<file path="src/rtl/axistream_pkt_fifo.sv">
// Store-and-forward AXI-Stream packet FIFO: a packet is released downstream
// only after its tlast beat arrives. Packets carrying terr on any beat, and
// packets longer than the buffer, are discarded and counted.
// Ports:
//   clk, rst (async, active high)
//   s_axis_*     : upstream slave beat (tdata 8b, tid/tdest/tlast/tkeep/terr)
//   m_axis_*     : downstream master beat (terr tied low)
//   drop_pulse   : one-cycle strobe per dropped packet
//   drop_count   : saturating count of dropped packets
module axistream_pkt_fifo #(
  parameter int DEPTH = 16,
  parameter int CNT_W = 16
) (
  input  logic             clk,
  input  logic             rst,
  input  logic             s_axis_tvalid,
  output logic             s_axis_tready,
  input  logic             s_axis_tid,
  input  logic             s_axis_tdest,
  input  logic             s_axis_tlast,
  input  logic             s_axis_tkeep,
  input  logic             s_axis_terr,
  input  logic [7:0]       s_axis_tdata,
  output logic             m_axis_tvalid,
  input  logic             m_axis_tready,
  output logic             m_axis_tid,
  output logic             m_axis_tdest,
  output logic             m_axis_tlast,
  output logic             m_axis_tkeep,
  output logic             m_axis_terr,
  output logic [7:0]       m_axis_tdata,
  output logic             drop_pulse,
  output logic [CNT_W-1:0] drop_count
);

  localparam int AW = $clog2(DEPTH);
  localparam int PW = AW + 1;
  localparam logic [PW-1:0] P_ONE = PW'(1);
  localparam logic [PW-1:0] P_DEPTH = PW'(DEPTH);
  localparam logic [CNT_W-1:0] C_ONE = CNT_W'(1);

  typedef enum logic {
    S_ACCEPT = 1'b0,
    S_DROP   = 1'b1
  } state_t;

  state_t r_state;
  state_t w_state_nxt;

  logic [PW-1:0] r_wr_ptr;
  logic [PW-1:0] r_cm_ptr;
  logic [PW-1:0] r_rd_ptr;
  logic [PW-1:0] w_wr_nxt;
  logic [PW-1:0] w_cm_nxt;
  logic [PW-1:0] w_wr_inc;
  logic [PW-1:0] w_pkt_len;

  logic r_err_seen;
  logic w_err_nxt;
  logic w_we;
  logic w_drop;
  logic w_full;
  logic w_empty;
  logic w_s_ready;
  logic w_s_acc;
  logic w_m_take;

  logic [11:0] r_mem [DEPTH];
  logic [11:0] w_rd_word;

  logic             r_drop_pulse;
  logic [CNT_W-1:0] r_drop_count;

  assign w_full    = (r_wr_ptr - r_rd_ptr) == P_DEPTH;
  assign w_empty   = r_rd_ptr == r_cm_ptr;
  assign w_wr_inc  = r_wr_ptr + P_ONE;
  // Length of the open packet including the beat being accepted.
  assign w_pkt_len = w_wr_inc - r_cm_ptr;

  // Ready is computed outside the FSM process so acceptance never
  // loops back through the next-state logic.
  assign w_s_ready = !rst && ((r_state == S_DROP) || !w_full);
  assign w_s_acc   = s_axis_tvalid && w_s_ready;
  assign w_m_take  = !w_empty && m_axis_tready;

  always_comb begin
    w_state_nxt = r_state;
    w_wr_nxt    = r_wr_ptr;
    w_cm_nxt    = r_cm_ptr;
    w_err_nxt   = r_err_seen;
    w_we        = 1'b0;
    w_drop      = 1'b0;
    unique case (r_state)
      S_ACCEPT: begin
        if (w_s_acc) begin
          w_we     = 1'b1;
          w_wr_nxt = w_wr_inc;
          if (s_axis_terr) w_err_nxt = 1'b1;
          if (s_axis_tlast) begin
            w_err_nxt = 1'b0;
            if (r_err_seen || s_axis_terr) begin
              w_wr_nxt = r_cm_ptr;
              w_drop   = 1'b1;
            end else begin
              w_cm_nxt = w_wr_inc;
            end
          end else if (w_pkt_len == P_DEPTH) begin
            // Packet cannot fit even in an empty buffer: discard the
            // rest of it without writing.
            w_state_nxt = S_DROP;
            w_wr_nxt    = r_cm_ptr;
            w_err_nxt   = 1'b0;
          end
        end
      end
      S_DROP: begin
        if (w_s_acc && s_axis_tlast) begin
          w_drop      = 1'b1;
          w_state_nxt = S_ACCEPT;
        end
      end
    endcase
  end

  always_ff @(posedge clk or posedge rst) begin
    if (rst) begin
      r_state      <= S_ACCEPT;
      r_wr_ptr     <= '0;
      r_cm_ptr     <= '0;
      r_rd_ptr     <= '0;
      r_err_seen   <= 1'b0;
      r_drop_pulse <= 1'b0;
      r_drop_count <= '0;
    end else begin
      r_state      <= w_state_nxt;
      r_wr_ptr     <= w_wr_nxt;
      r_cm_ptr     <= w_cm_nxt;
      r_err_seen   <= w_err_nxt;
      r_drop_pulse <= w_drop;
      if (w_m_take) r_rd_ptr <= r_rd_ptr + P_ONE;
      if (w_drop && !(&r_drop_count))
        r_drop_count <= r_drop_count + C_ONE;
    end
  end

  always_ff @(posedge clk) begin
    if (w_we)
      r_mem[r_wr_ptr[AW-1:0]] <= {s_axis_tdata, s_axis_tid,
                                  s_axis_tdest, s_axis_tlast,
                                  s_axis_tkeep};
  end

  assign w_rd_word = w_empty ? 12'h000 : r_mem[r_rd_ptr[AW-1:0]];

  assign s_axis_tready = w_s_ready;
  assign m_axis_tvalid = !w_empty;
  assign m_axis_tdata  = w_rd_word[11:4];
  assign m_axis_tid    = w_rd_word[3];
  assign m_axis_tdest  = w_rd_word[2];
  assign m_axis_tlast  = w_rd_word[1];
  assign m_axis_tkeep  = w_rd_word[0];
  assign m_axis_terr   = 1'b0;
  assign drop_pulse    = r_drop_pulse;
  assign drop_count    = r_drop_count;

endmodule
</file>
<file path="config.mk">
export PLATFORM = sky130hd
export DESIGN_NAME = axistream_pkt_fifo
export DESIGN_NICKNAME = d
export VERILOG_FILES = /design/src/rtl/axistream_pkt_fifo.sv
export SDC_FILE = /design/constraint.sdc
export NUM_CORES = 1
export LEC_CHECK = 0
export BUFFER_PORTS_ARGS = -buffer_cell sky130_fd_sc_hd__clkbuf_2
export CAP_MARGIN = 10
export CORE_ASPECT_RATIO = 1.2
export CORE_MARGIN = 1.5
export CORE_UTILIZATION = 55
export DETAILED_ROUTE_END_ITERATION = 12
export GPL_TIMING_DRIVEN = 0
export HOLD_SLACK_MARGIN = 0.06
export PLACE_DENSITY = 0.77
export SYNTH_ARGS = -nofsm -noshare
export SYNTH_HDL_FRONTEND = slang
export SYNTH_SLANG_ARGS = --single-unit
</file>
<file path="constraint.sdc">
create_clock -name clk -period 3.7 [get_ports clk]
set_clock_uncertainty 0.15 [all_clocks]
set_input_delay 0.74 -clock clk [delete_from_list [all_inputs] [get_ports clk]]
set_output_delay 0.74 -clock clk [all_outputs]
set_load 0.01 [all_outputs]
</file>
==> summary.md, run 1 <==
| Metric | Value |
|---|---|
| NetSw | 0.002824 W |
| Period utilization | 99.88% |
| Die Span Y | 147.2 um |
| Port Buf Inserts | 47 |
| Routing usage on met1 | 32.40% |
| Top cells by area, synth | edfxtp_1 (60%), mux4_2 (14%), dfrtp_1 (8.9%) |
| Initial antenna violation count | 0 |
| Worst-margin pin slew | 1.033 ns |
| Clock slew at reported path FFs | 0.06 ns |
| CP max stage cell | nor2_2 |
| Worst Setup Start Kind | flip-flop |
| Logic pwr share | 37.1% |
| Final Hold Fails | 0 |
| R2R depth | 8 |
| GR peak layer | met2 |
| Dpl cells | 794 |
| Seq pwr share | 38.1% |
| DIE WIDTH | 123.2 um |
| CP max stage delay | 0.84 ns |
| Clock H-tree levels | 1 |
| Crit path buffers/inverters | 2 |
| EDFF count, synth | 192 |
| Global Route Usage Sum | 24.34% |
| Core footprint | 16920 um^2 |
| Synth top area share | 60.48% |
| Worst R2R End | r_mem[5][10] |
| Clk root buf | clkbuf_16 |
| Register area share after synthesis | 69.41% |
| Initial Util | 56.35% |
| Drt first pass iters | 4 |
| Fill count | 1122 |
| CTS tree | done |
| Highest clock rate | 0.2706 GHz |
| Met2 usage | 40.00% |
| Pint | 0.005600 W |
| Reg-to-reg slack, setup | 0.004 ns |
| Data required, critical path | 3.67 ns |
| Routed len/inst | 25.00 um |
| FFs w/ async S/R, synth | 15.04% |
| Setup TNS | 0 ns |
| Maxcap violations | 0 |
| Residual DRC | 0 |
| Setup Crit Path Kind | reg -> reg |
| Most used DFF post-synth | edfxtp_1 |
| Via density | 6.226 |
| FF/Latch Area | 6621 um^2 |
| Area Overhead vs Synth | 16.21% |
| Antenna viol nets, final | 0 |
| Vias in the first global route | 5467 |
| Grt total ovfl | 0 |
| Hold Crit Class | in -> async |
| Most common cell in the netlist | edfxtp_1 |
| Synth Register Bits | 226 |
| Maximum fanout along the worst path | 12 |
| CP Data Arrival Time | 3.66 ns |
| Dominant cell type by area after synthesis | edfxtp_1 |
| Switching portion of total power | 33.52% |
| Clk sinks | 226 |
| Die ar. | 18130 um^2 |
| Delay-heaviest family, CP | simple AND/OR/NAND/NOR gates |
| Syn Area/Cell | 18.26 um^2 |
| Vias post-DR | 5230 |
| Share of cells above drive strength 1 | 33.01% |
| Max-slew violation count | 0 |
| Drt initial violations | 411 |
| Yosys cell types | 49 |
| Finished Layout Cells | 840 |
| Crit path cell chain | inv_2 -> buf_6 -> ha_1 -> xor2_1 -> o22ai_4 -> a311oi_4 -> nand2_1 -> nor2_2 |
| Max Root-Sink Buffers | 3 |
| Fin crit period | 3.696 ns |
| Post-Route WL | 21000 um |
| Num CTS Buffers | 23 |
| Pleak | 3.868 nW |
| Cts hold-fix bufs | 0 |
| Largest net degree at the start of global routing | 23 |
| Routability Congestion | 0.8493 |
| Status | finished clean |
| Slew headroom | 31.03% |
| Crit. End Element | flip-flop |
| Post-Synthesis Cells | 522 |
| Clock power share | 24.8% |
| Met3 usage | 5.124% |
| Synth warn | 0 |
| Hpwl dp | 12880 um |
| Diode count | 0 |
| Clock Latency Late Sink | 0.51 ns |
| RSZ-0062 raised after global routing | yes |
| First-pass GRT wire length | 32000 um |
| Cell Rows | 52 |
| Power density cells | 760.4 nW/um^2 |
| FF-to-FF Start | r_rd_ptr[3] |
| Peak VDD IR | 0.4283 mV |
| Syn nets | 553 |
| # nets final | 639 |
| Synth top cells by count | edfxtp_1 (192), mux4_2 (60), dfrtp_1 (34) |
| Area of the multi-input gates | 2879 um^2 |
| # setup viols final | 0 |
| Post-Syn Area | 9533 um^2 |
| Boundary Pins | 49 |
==> worst max path at each step <==
stage / startpoint / end / cells after the start
after global routing: r_rd_ptr[3] / r_mem[13][10] / 8
after CTS: r_rd_ptr[3] / r_mem[13][10] / 8
after floorplan: r_rd_ptr[3] / r_mem[3][0] / 9
after global placement: r_rd_ptr[2] / r_mem[3][6] / 10
after detailed placement: r_rd_ptr[2] / r_mem[7][5] / 10
final: r_rd_ptr[3] / r_mem[5][10] / 8
==> through the flow <==
stage / utilization [%] / area, um^2 / worst slack, ns / power [W] / hold slack [ns]
floorplan: - / 9533 / 0.03964 / 0.005321 / 0.3531
global placement: 59.34 / 10040 / -1.566 / 0.006074 / 0.3264
detailed placement: 60.27 / 10200 / -0.7934 / 0.006218 / 0.3411
CTS: 65.21 / 11030 / 0.001425 / 0.008437 / 0.2384
global route: 65.49 / 11080 / -0.1673 / 0.008826 / 0.2745
finish: 65.49 / 11080 / 0.004414 / 0.008423 / 0.2344
==> layout make-up <==
type	instances	share of cell area, %
Timing Repair Buffer	64	3.840
Sequential cell	226	59.77
Multi-Input combinational cell	258	25.99
Tap cell	216	2.440
Buffer	22	1.468
Clock buffer	32	5.591
Inverter	13	0.4405
Clock inverter	9	0.4631
==> cell families after synthesis <==
family,share of synthesized area [%]
other,0.03934
AND/OR/NAND/NOR,6.733
flip-flops,69.41
multiplexers,14.74
adder cells (fa/ha/maj),1.838
XOR/XNOR,3.478
buffers and inverters,1.785
AO/OA/AOI/OAI,1.982
==> registers in the layout, indices dropped and copies added (netlist names) <==
| signal | count |
|---|---|
| drop_pulse | 1 |
| r_cm_ptr | 5 |
| r_mem | 192 |
| r_err_seen | 1 |
| r_state | 1 |
| drop_count | 16 |
| r_rd_ptr | 5 |
| r_wr_ptr | 5 |
==> timing repair <==
action,4_1_cts,5_1_grt
gates resized for setup,38,4
setup buffers,5,3
pin swaps,2,3
gates cloned,0,0
endpoints found under the setup margin,216,118
==> worst register-to-register path, cell delays in order (launching register included) <==
cell and delay (ns):
dfrtp_1 0.47, inv_2 0.18, buf_6 0.25, ha_1 0.31
xor2_1 0.28, o22ai_4 0.15, a311oi_4 0.40, nand2_1 0.26
nor2_2 0.84
==> per-layer routing <==
layer | routed length (um) | vias to the layer above
li1 | - | 2237
met1 | 8247 | 2720
met2 | 10620 | 212
met3 | 1397 | 61
met4 | 730 | 0
met5 | 0 | -
==> power groups by stage <==
stage,sequential [W],clock (W),combinational [W]
6_report,0.00321,0.00209,0.00313
5_1_grt,0.00323,0.00223,0.00337
4_1_cts,0.00319,0.00212,0.00312
3_5_place_dp,0.00319,0,0.00302
3_3_place_gp,0.00318,0,0.00289
2_1_floorplan,0.00316,0,0.00217
==> cells in the final DEF, fill, tap and decap left out, drive strengths merged, types with 12 or more instances in the layout <==
cell and n:
buf 28, clkbuf 90, dfrtp 34, edfxtp 192, ha 14, inv 14
mux4 60, nand2 23, nand3 17, nor2 22, nor2b 15, xnor2 22
xor2 12
Power figures use the tool's default switching activity.
==> inputs of run 2 (changes only) <==
--- a/config.mk
+++ b/config.mk
@@ -11,7 +11,6 @@
 export CORE_MARGIN = 1.5
 export CORE_UTILIZATION = 55
 export DETAILED_ROUTE_END_ITERATION = 12
-export GPL_TIMING_DRIVEN = 0
 export HOLD_SLACK_MARGIN = 0.06
 export PLACE_DENSITY = 0.77
 export SYNTH_ARGS = -nofsm -noshare
==> summary.md, run 2 (synthesis gave the netlist of run 1 again) <==
| Metric | Value |
|---|---|
| Cts hold-fix bufs | 0 (unchanged) |
| Peak VDD IR | 0.5199 mV (+21%) |
| Maximum fanout along the worst path | 17 (+5) |
| Crit path cell chain | xnor2_1 -> nand3_1 -> nor3_2 -> buf_4 -> nor2b_1 -> clkbuf_2 |
| CTS tree | done |
| Vias post-DR | 5097 (-2.5%) |
| Drt initial violations | 417 (+1.5%) |
| Reg-to-reg slack, setup | 0.56 ns (+0.56 ns) |
| Setup TNS | 0 ns (unchanged) |
| Vias in the first global route | 5296 (-3.1%) |
| Fin crit period | 3.573 ns (-0.1225 ns) |
| Worst R2R End | r_wr_ptr[2] |
| DR WL met2 | 10060 um (-5.3%) |
| Post-Route WL | 19710 um (-6.1%) |
| Via density | 6.097 (-2.1%) |
| Power density cells | 754.0 nW/um^2 (-0.84%) |
| CP Data Arrival Time | 2.68 ns (-0.98 ns) |
| Worst Setup Start Kind | flip-flop |
| CTS resizes | 0 (-100%) |
| Global Route Usage Sum | 22.88% (-1.5 points) |
| Most frequent cells in the layout | edfxtp_1 (192), mux4_2 (60), clkbuf_2 (47) |
| DIE WIDTH | 123.2 um (unchanged) |
| Crit. End Element | output pin |
| FF-to-FF Start | r_wr_ptr[2] |
| Maxcap violations | 0 (unchanged) |
| CP max stage delay | 0.66 ns (-0.18 ns) |
| Period utilization | 96.57% (-3.3 points) |
| Leading cell type in the layout, fill and taps excluded | edfxtp_1 |
| Clock slew at reported path FFs | 0.06 ns (about the same) |
| Finished layout cell area | 10950 um^2 (-1.2%) |
| Die Span Y | 147.2 um (unchanged) |
| Port Buf Inserts | 47 (unchanged) |
| Routed len/inst | 23.57 um (-5.7%) |
| Setup Crit Path Kind | reg -> out |
| Clk root buf | clkbuf_16 |
| Hpwl dp | 12260 um (-4.8%) |
| Delay-heaviest family, CP | simple AND/OR/NAND/NOR gates |
| Routability Congestion | 0.8214 (-3.3%) |
| Worst-margin pin slew | 0.7660 ns (-0.2674 ns) |
| CP max stage cell | dfrtp_2 |
| Final Hold Fails | 0 (unchanged) |
| # setup viols final | 0 (unchanged) |
| Pleak | 3.848 nW (-0.51%) |
| Placed Area | 10220 um^2 (+0.28%) |
| Share of cells above drive strength 1 | 31.29% (-1.7 points) |
| Boundary Pins | 49 (unchanged) |
| Area of the multi-input gates | 2771 um^2 (-3.7%) |
| Grt total ovfl | 0 (unchanged) |
| Die ar. | 18130 um^2 (unchanged) |
| Drt first pass iters | 4 (unchanged) |
| Top Metal Used | met4 |
| Initial Util | 56.35% (unchanged) |
| Status | finished clean |
| FF/Latch Area | 6621 um^2 (unchanged) |
| Max Root-Sink Buffers | 3 (unchanged) |
| Final core occ | 64.73% (-0.75 points) |
| Core footprint | 16920 um^2 (unchanged) |
| Data required, critical path | 2.81 ns (-0.86 ns) |
| RSZ-0062 raised after global routing | no |
| Clock Latency Late Sink | 0.51 ns (about the same) |
| Highest clock rate | 0.2799 GHz (+3.4%) |
| Hold Crit Class | in -> async |
| Initial antenna violation count | 0 (unchanged) |
| Num CTS Buffers | 23 (unchanged) |
| Antenna viol nets, final | 0 (unchanged) |
| Slew headroom | 48.47% (+17 points) |
| Largest net degree at the start of global routing | 37 (+61%) |
| Diode count | 0 (unchanged) |
| Residual DRC | 0 (unchanged) |
| Met3 WL | 1418 um (+1.5%) |
| Max-slew violation count | 0 (unchanged) |
| Fill count | 1142 (+1.8%) |
| Max reg flops | 192 (unchanged) |
| Clk sinks | 226 (unchanged) |
| # nets final | 635 (-0.63%) |
| Area Overhead vs Synth | 14.87% |
| First-pass GRT wire length | 30360 um (-5.1%) |
| Wl on met1 | 7597 um (-7.9%) |
| Setup bufs post-CTS | 3 (-2) |
| R2R depth | 10 (+2) |
| Clock H-tree levels | 1 (unchanged) |
| Cell Rows | 52 (unchanged) |
| Crit path buffers/inverters | 2 (unchanged) |
## run 2: changes by cell type in the layout (fill, tap and decap cells not counted), sizes merged
cell,before,now
clkbuf,90,74
clkinv,6,10
buf,28,35
bufinv,0,1
## run 2: worst max-delay path by stage
| stage | start | end | slack (ns) | cells after the start |
|---|---|---|---|---|
| 6_report | r_rd_ptr[1] | m_axis_tid | 0.13 | 6 |
| 2_1_floorplan | r_rd_ptr[3] | r_mem[3][0] | 0.04 | 9 |
| 5_1_grt | r_rd_ptr[1] | m_axis_tid | 0.03 | 6 |
| 4_1_cts | r_rd_ptr[1] | m_axis_tid | 0.13 | 6 |
| 3_5_place_dp | r_rd_ptr[0] | m_axis_tid | 0.57 | 5 |
| 3_3_place_gp | r_rd_ptr[0] | m_axis_tdata[2] | 0.60 | 5 |
## run 2: report_power, final
part	total (W)	switching, W	internal, W
Sequential	0.00326	0.000277	0.00298
Clock	0.00214	0.000924	0.00122
Combinational	0.00285	0.00142	0.00143
Total	0.00826	0.00262	0.00563
## run 2: cell type report
cell class / instances / area share (%)
repair buffers: 82 / 4.890
well taps: 216 / 2.468
inverters: 13 / 0.4456
clock buffers: 27 / 5.393
clock inverters: 14 / 1.028
flip-flops and latches: 226 / 60.47
multi-input cells: 258 / 25.31
## run 2: routing by layer
layer  track usage [%]  vias up
met3             3.804       50
met1             30.43     2569
met2             38.28      258
met4             8.276        0
met5                 0        -
li1                  -     2220
## run 2: metrics by stage
step	worst slack [ns]	hold WS [ns]	power, W	std cells
after floorplan	0.03964	0.3531	0.005321	522
after global placement	0.5991	0.3269	0.006056	792
after detailed placement	0.5682	0.3415	0.006133	792
after CTS	0.1303	0.1467	0.008324	836
after global routing	0.02716	0.1874	0.008672	836
final	0.1269	0.1572	0.008256	836
